<file path="config.mk">
export PLATFORM = sky130hd
export DESIGN_NAME = project_pwm_peripheral_capture
export DESIGN_NICKNAME = d
export VERILOG_FILES = /design/src/rtl/project_pwm_peripheral_pkg.sv /design/src/rtl/project_pwm_peripheral_sync_filter.sv /design/src/rtl/project_pwm_peripheral_capture.sv
export SDC_FILE = /design/constraint.sdc
export NUM_CORES = 1
export LEC_CHECK = 0
export CORE_AREA = 2 2 85 87
export CTS_CLUSTER_SIZE = 16
export DETAILED_ROUTE_END_ITERATION = 6
export DIE_AREA = 0 0 87 89
export PLACE_DENSITY = 0.71
export SETUP_SLACK_MARGIN = 0.4
export SLEW_MARGIN = 20
export SYNTH_ARGS = -nofsm -noshare
export SYNTH_HDL_FRONTEND = slang
export SYNTH_SLANG_ARGS = --single-unit
export TNS_END_PERCENT = 1
</file>
<file path="constraint.sdc">
create_clock -name i_clk -period 2.67 [get_ports i_clk]
set_input_delay 0.534 -clock i_clk [delete_from_list [all_inputs] [get_ports i_clk]]
set_output_delay 0.534 -clock i_clk [all_outputs]
set_load 0.005 [all_outputs]
</file>
<file path="src/rtl/project_pwm_peripheral_pkg.sv">
// Shared definitions for the PWM peripheral capture path.
// Holds the capture FSM state codes and the default counter width.
// No ports; imported by the capture top and its sub-modules.

package project_pwm_peripheral_pkg;

    // Default width of the high/period counters and result registers.
    localparam int unsigned CNT_W_DEFAULT = 16;

    // Capture FSM state codes.
    localparam logic [1:0] IDLE = 2'd0;
    localparam logic [1:0] ARM  = 2'd1;
    localparam logic [1:0] HIGH = 2'd2;
    localparam logic [1:0] LOW  = 2'd3;

    typedef enum logic [1:0] {
        StIdle = IDLE,
        StArm  = ARM,
        StHigh = HIGH,
        StLow  = LOW
    } cap_state_e;

endpackage

</file>
<file path="src/rtl/project_pwm_peripheral_sync_filter.sv">
// Pin conditioning for the PWM capture block.
// Synchronises the asynchronous PWM pin, optionally glitch-filters it and
// produces single-cycle rise/fall strobes of the conditioned level.
// Build option: PWM_CAPTURE_FILTER_EN adds a FILT_LEN-cycle glitch filter
// (and the FILT_LEN parameter); without it the synchroniser output is used as is.
// Ports:
//   i_clk      system clock, rising edge
//   i_reset_n  asynchronous active-low reset
//   i_pwm      asynchronous PWM pin
//   o_rise     one-cycle strobe, conditioned level went 0 -> 1
//   o_fall     one-cycle strobe, conditioned level went 1 -> 0

module project_pwm_peripheral_sync_filter #(
    parameter int unsigned SYNC_STAGES = 2
`ifdef PWM_CAPTURE_FILTER_EN
    ,
    parameter int unsigned FILT_LEN    = 3
`endif
) (
    input  logic i_clk,
    input  logic i_reset_n,
    input  logic i_pwm,
    output logic o_rise,
    output logic o_fall
);

    logic [SYNC_STAGES-1:0] sync_q, sync_d;
    logic                   raw;
    logic                   level;
    logic                   prev_q, prev_d;

    always_comb begin
        sync_d = {sync_q[SYNC_STAGES-2:0], i_pwm};
        raw    = sync_q[SYNC_STAGES-1];
    end

    always_ff @(posedge i_clk or negedge i_reset_n) begin
        if (!i_reset_n) begin
            sync_q <= '0;
        end else begin
            sync_q <= sync_d;
        end
    end

`ifdef PWM_CAPTURE_FILTER_EN
    localparam int unsigned FCNT_W = (FILT_LEN > 1) ? $clog2(FILT_LEN) : 1;

    logic              filt_q, filt_d;
    logic [FCNT_W-1:0] fcnt_q, fcnt_d;

    // The filtered level follows the raw sample only once it has disagreed for
    // FILT_LEN consecutive cycles; both edges see the same delay, so widths hold.
    always_comb begin
        filt_d = filt_q;
        fcnt_d = '0;
        if (raw != filt_q) begin
            if (fcnt_q == FCNT_W'(FILT_LEN - 1)) begin
                filt_d = raw;
            end else begin
                fcnt_d = fcnt_q + 1'b1;
            end
        end
    end

    always_ff @(posedge i_clk or negedge i_reset_n) begin
        if (!i_reset_n) begin
            filt_q <= 1'b0;
            fcnt_q <= '0;
        end else begin
            filt_q <= filt_d;
            fcnt_q <= fcnt_d;
        end
    end

    assign level = filt_q;
`else
    assign level = raw;
`endif

    always_comb begin
        prev_d = level;
        o_rise = level & ~prev_q;
        o_fall = ~level & prev_q;
    end

    always_ff @(posedge i_clk or negedge i_reset_n) begin
        if (!i_reset_n) begin
            prev_q <= 1'b0;
        end else begin
            prev_q <= prev_d;
        end
    end

endmodule

</file>
<file path="src/rtl/project_pwm_peripheral_capture.sv">
// PWM input capture: measures high time and rise-to-rise period of an
// external PWM waveform in i_clk ticks, one result per complete cycle.
// The first (partial) cycle after arming is never reported; a period that
// reaches the counter limit sets a sticky overflow flag and re-arms.
// Build option: PWM_CAPTURE_FILTER_EN enables the pin glitch filter and the
// FILT_LEN parameter.
// Ports:
//   i_clk           system clock, rising edge
//   i_reset_n       asynchronous active-low reset
//   i_en            capture enable; low forces IDLE and discards the measurement
//   i_pwm           asynchronous PWM pin
//   i_ovf_clr       one-cycle pulse clearing o_overflow
//   o_high_ticks    last measured high time
//   o_period_ticks  last measured period
//   o_valid         one-cycle pulse, new result on o_*_ticks
//   o_overflow      sticky overflow flag

module project_pwm_peripheral_capture
    import project_pwm_peripheral_pkg::*;
#(
    parameter int unsigned CNT_W       = CNT_W_DEFAULT,
    parameter int unsigned SYNC_STAGES = 2
`ifdef PWM_CAPTURE_FILTER_EN
    ,
    parameter int unsigned FILT_LEN    = 3
`endif
) (
    input  logic             i_clk,
    input  logic             i_reset_n,
    input  logic             i_en,
    input  logic             i_pwm,
    input  logic             i_ovf_clr,
    output logic [CNT_W-1:0] o_high_ticks,
    output logic [CNT_W-1:0] o_period_ticks,
    output logic             o_valid,
    output logic             o_overflow
);

    localparam logic [CNT_W-1:0] CntMax = '1;
    localparam logic [CNT_W-1:0] CntOne = CNT_W'(1);

    logic             rise, fall;
    cap_state_e       state_q, state_d;
    logic [CNT_W-1:0] high_q, high_d;
    logic [CNT_W-1:0] period_q, period_d;
    logic [CNT_W-1:0] high_res_q, high_res_d;
    logic [CNT_W-1:0] period_res_q, period_res_d;
    logic             valid_q, valid_d;
    logic             ovf_q, ovf_d;

    project_pwm_peripheral_sync_filter #(
        .SYNC_STAGES (SYNC_STAGES)
`ifdef PWM_CAPTURE_FILTER_EN
        ,
        .FILT_LEN    (FILT_LEN)
`endif
    ) u_sync_filter (
        .i_clk     (i_clk),
        .i_reset_n (i_reset_n),
        .i_pwm     (i_pwm),
        .o_rise    (rise),
        .o_fall    (fall)
    );

    always_comb begin
        state_d      = state_q;
        high_d       = high_q;
        period_d     = period_q;
        high_res_d   = high_res_q;
        period_res_d = period_res_q;
        valid_d      = 1'b0;
        // A new overflow below overrides this, so set wins over clear.
        ovf_d        = ovf_q & ~i_ovf_clr;

        if (!i_en) begin
            state_d  = StIdle;
            high_d   = '0;
            period_d = '0;
        end else begin
            unique case (state_q)
                StIdle: begin
                    state_d = StArm;
                end
                StArm: begin
                    if (rise) begin
                        high_d   = CntOne;
                        period_d = CntOne;
                        state_d  = StHigh;
                    end
                end
                StHigh: begin
                    if (period_q == CntMax) begin
                        ovf_d    = 1'b1;
                        high_d   = '0;
                        period_d = '0;
                        state_d  = StArm;
                    end else begin
                        period_d = period_q + 1'b1;
                        if (fall) begin
                            state_d = StLow;
                        end else begin
                            high_d = high_q + 1'b1;
                        end
                    end
                end
                StLow: begin
                    if (rise) begin
                        // Report and start the next cycle on the same edge.
                        high_res_d   = high_q;
                        period_res_d = period_q;
                        valid_d      = 1'b1;
                        high_d       = CntOne;
                        period_d     = CntOne;
                        state_d      = StHigh;
                    end else if (period_q == CntMax) begin
                        ovf_d    = 1'b1;
                        high_d   = '0;
                        period_d = '0;
                        state_d  = StArm;
                    end else begin
                        period_d = period_q + 1'b1;
                    end
                end
                default: begin
                    state_d = StIdle;
                end
            endcase
        end
    end

    always_ff @(posedge i_clk or negedge i_reset_n) begin
        if (!i_reset_n) begin
            state_q      <= StIdle;
            high_q       <= '0;
            period_q     <= '0;
            high_res_q   <= '0;
            period_res_q <= '0;
            valid_q      <= 1'b0;
            ovf_q        <= 1'b0;
        end else begin
            state_q      <= state_d;
            high_q       <= high_d;
            period_q     <= period_d;
            high_res_q   <= high_res_d;
            period_res_q <= period_res_d;
            valid_q      <= valid_d;
            ovf_q        <= ovf_d;
        end
    end

    always_comb begin
        o_high_ticks   = high_res_q;
        o_period_ticks = period_res_q;
        o_valid        = valid_q;
        o_overflow     = ovf_q;
    end

endmodule
</file>
==> results.json <==
{
  "netlist_instances": 295,
  "dp.final_hpwl_um": 4530,
  "p_sw_frac": 0.244,
  "cts_sinks": 71,
  "total_power_w": 0.00196,
  "cts_buffer_depth": 2,
  "p_comb_frac": 0.059,
  "initial_core_util": 0.491,
  "grt-ovfl-total": 0,
  "drt-wirelength-per-cell_um": 15.9,
  "rows": 30,
  "path_clk_slew_ns": 0.07,
  "drc": 0,
  "die_x_um": 87,
  "seqPwrFrac": 0.563,
  "min_period_ns": 2.15,
  "antenna_found_initial": 0,
  "layout-drive-gt1-share": 0.182,
  "cp_max_fo": 12,
  "syn2layout_area_growth_pct": 19.5,
  "num_antenna_cells": 0,
  "synth.distinct_cells": 46,
  "async_flop_share": 1.00,
  "ys_seq_elements": 71,
  "maxCapViolations": 0,
  "die-area_um2": 7740,
  "switchingPower_w": 0.000476,
  "grt_max_degree": 28,
  "rsz0062_at_grt": "false",
  "crit_path_start_kind": "flop",
  "design.core.area_um2": 6720,
  "wirelength_um": 6680,
  "fin_crit_sh": 0.807,
  "postCtsSetupRepairBufs": 0,
  "crit_required_ns": 2.93,
  "vias": 2560,
  "syn_area_um2": 3300,
  "status": "complete, no violations",
  "htree_levels": 3,
  "end_kind": "flop",
  "grt_pass1_vias": 2522,
  "drtAntennaViolNets": 0,
  "maxSlewViolCount": 0,
  "num_io_pins": 39,
  "gr-usage-all-layers": 0.191,
  "ys_warn_count": 0,
  "numCtsBuffers": 9,
  "irDropWorstVdd_v": 0.000256,
  "drtIter0Drc": 155,
  "hold_slack_ns": 0.107,
  "die_h_um": 89,
  "report.final.setup_viol": 0,
  "gp_congestion": 0.897,
  "synth-seq-area-share": 0.538,
  "crit_arrival_ns": 2.42,
  "tightestPinTransition_ns": 0.408,
  "powerDensity_nw_per_um2": 496,
  "slew-limit-headroom": 0.728,
  "root_buffer": "clkbuf_8",
  "synth_ff_type": "dfrtp_1",
  "min_path_type": "in -> async",
  "drtPass1Iterations": 4,
  "avgSynthCellArea_um2": 11.2,
  "synth_edf_count": 0,
  "fin_setup_tns_ns": 0,
  "final_core_util": 0.587,
  "syn_nets": 302,
  "grt_pass1_wl_um": 11600,
  "io_buffers": 38,
  "finalHoldViolCount": 0,
  "crit_type": "reg -> reg",
  "insertion_delay_ns": 0.35,
  "p_int_w": 0.00148,
  "vias_per_cell": 6.10,
  "max_freq_mhz": 464,
  "clock_skew_ns": 0.00843,
  "fin_nets": 343,
  "clkPwrFrac": 0.378,
  "leakagePower_nw": 1.65,
  "cts_tree": "built"
}
-- cells in the final DEF, fill, tap and decap left out, types with 3 or more instances in the layout --
| cell | n |
|---|---|
| nand3b_1 | 11 |
| o221ai_1 | 3 |
| inv_1 | 11 |
| nor4_1 | 5 |
| nor2_1 | 9 |
| and3_1 | 7 |
| or3_1 | 4 |
| dfrtp_1 | 71 |
| mux2i_1 | 3 |
| clkdlybuf4s50_1 | 37 |
| nand2_1 | 14 |
| o21ai_0 | 4 |
| a31oi_1 | 33 |
| a41oi_1 | 4 |
| nor3_1 | 4 |
| mux2_2 | 32 |
| nand3_1 | 18 |
| clkinv_2 | 3 |
| buf_4 | 10 |
| clkbuf_8 | 10 |
| nor2b_1 | 3 |
| nand4_1 | 9 |
-- per-layer routing --
layer	vias to the layer above	track usage	wire (um)
li1	1211	-	-
met4	0	0.115	182
met2	73	0.301	3230
met3	15	0.0406	297
met1	1261	0.243	2970
met5	-	0	0
-- power groups by stage --
stage / logic (W) / registers (W) / clock network [W]
2_1_floorplan: 0.0000612 / 0.00112 / 0
4_1_cts: 0.000117 / 0.00110 / 0.000761
3_5_place_dp: 0.000117 / 0.00112 / 0
6_report: 0.000116 / 0.00110 / 0.000739
5_1_grt: 0.000130 / 0.00110 / 0.000803
3_3_place_gp: 0.000115 / 0.00112 / 0
-- critical path, cell delays in order (launching register included) --
cell,delay [ns]
dfrtp_1,0.51
nand4_2,0.30
or4_4,0.62
or4b_1,0.49
mux2i_1,0.15
-- final cells by class --
cell class | count | area (um^2)
Clock buffer | 11 | 141
Timing Repair Buffer | 48 | 450
Tap cell | 80 | 100
Clock inverter | 4 | 22.5
Fill cell | 571 | 2780
Multi-Input combinational cell | 195 | 1410
Inverter | 11 | 41.3
Sequential cell | 71 | 1780
-- what timing repair did --
action,CTS,global route
endpoints found under the setup margin,0,16
endpoints found under the hold margin,0,0
hold buffers,0,0
gates resized for setup,0,2
-- state kept, by name, summed over array words and instances, names as in the netlist --
signal,flops
u_sync_filter.sync_q,2
o_overflow,1
o_high_ticks,16
high_q,16
state_q,2
o_period_ticks,16
period_q,16
o_valid,1
u_sync_filter.prev_q,1
-- cell usage after synthesis, types with 2 or more instances --
master / number / area [um^2]
nor2b_1: 3 / 18.8
nand2_1: 14 / 52.6
clkbuf_1: 14 / 52.6
nand4_1: 9 / 56.3
o22ai_1: 2 / 12.5
nor2_1: 9 / 33.8
nor4_1: 5 / 31.3
a31oi_1: 33 / 206
mux2_2: 32 / 360
mux2i_1: 3 / 30.0
a41oi_1: 4 / 35.0
xnor2_1: 2 / 17.5
o221ai_1: 3 / 26.3
a21oi_1: 2 / 10.0
nand3_1: 19 / 95.1
or3_1: 4 / 25.0
inv_1: 11 / 41.3
or4_1: 3 / 22.5
and3_1: 7 / 43.8
dfrtp_1: 71 / 1780
ha_1: 2 / 25.0
o2111ai_1: 2 / 17.5
nor3_1: 4 / 20.0
nand3b_1: 11 / 82.6
o21ai_0: 4 / 20.0
nand2b_1: 2 / 12.5
-- worst paths after layout --
kind                       cells after the start                       to  slack (ns)                     from
setup / recovery                               4             period_q[13]        0.52              period_q[4]
hold reg to reg                                0  u_sync_filter.sync_q[1]        0.35  u_sync_filter.sync_q[0]
setup reg to reg                               4             period_q[13]        0.52              period_q[4]
hold / removal                                 1             period_q[12]        0.11                i_reset_n
min in group i_clk                             0  u_sync_filter.sync_q[1]        0.35  u_sync_filter.sync_q[0]
max in group asynchronous                      2              period_q[0]        1.87                i_reset_n
-- cell families after synthesis --
kind of cell	share of synthesized area
simple gates	0.165
buf+inv	0.0368
fa+ha+maj	0.00758
flops	0.538
mux	0.118
compound gates	0.126
xor+xnor	0.00797
-- metrics by stage --
stage	setup WS [ns]	std cells	cell area [um^2]
after floorplan	0.655	295	3300
after detailed placement	0.447	405	3770
final	0.516	420	3940
after CTS	0.432	420	3930
after global routing	0.415	420	3940
after global placement	0.454	405	3770
Power figures use the tool's default switching activity.
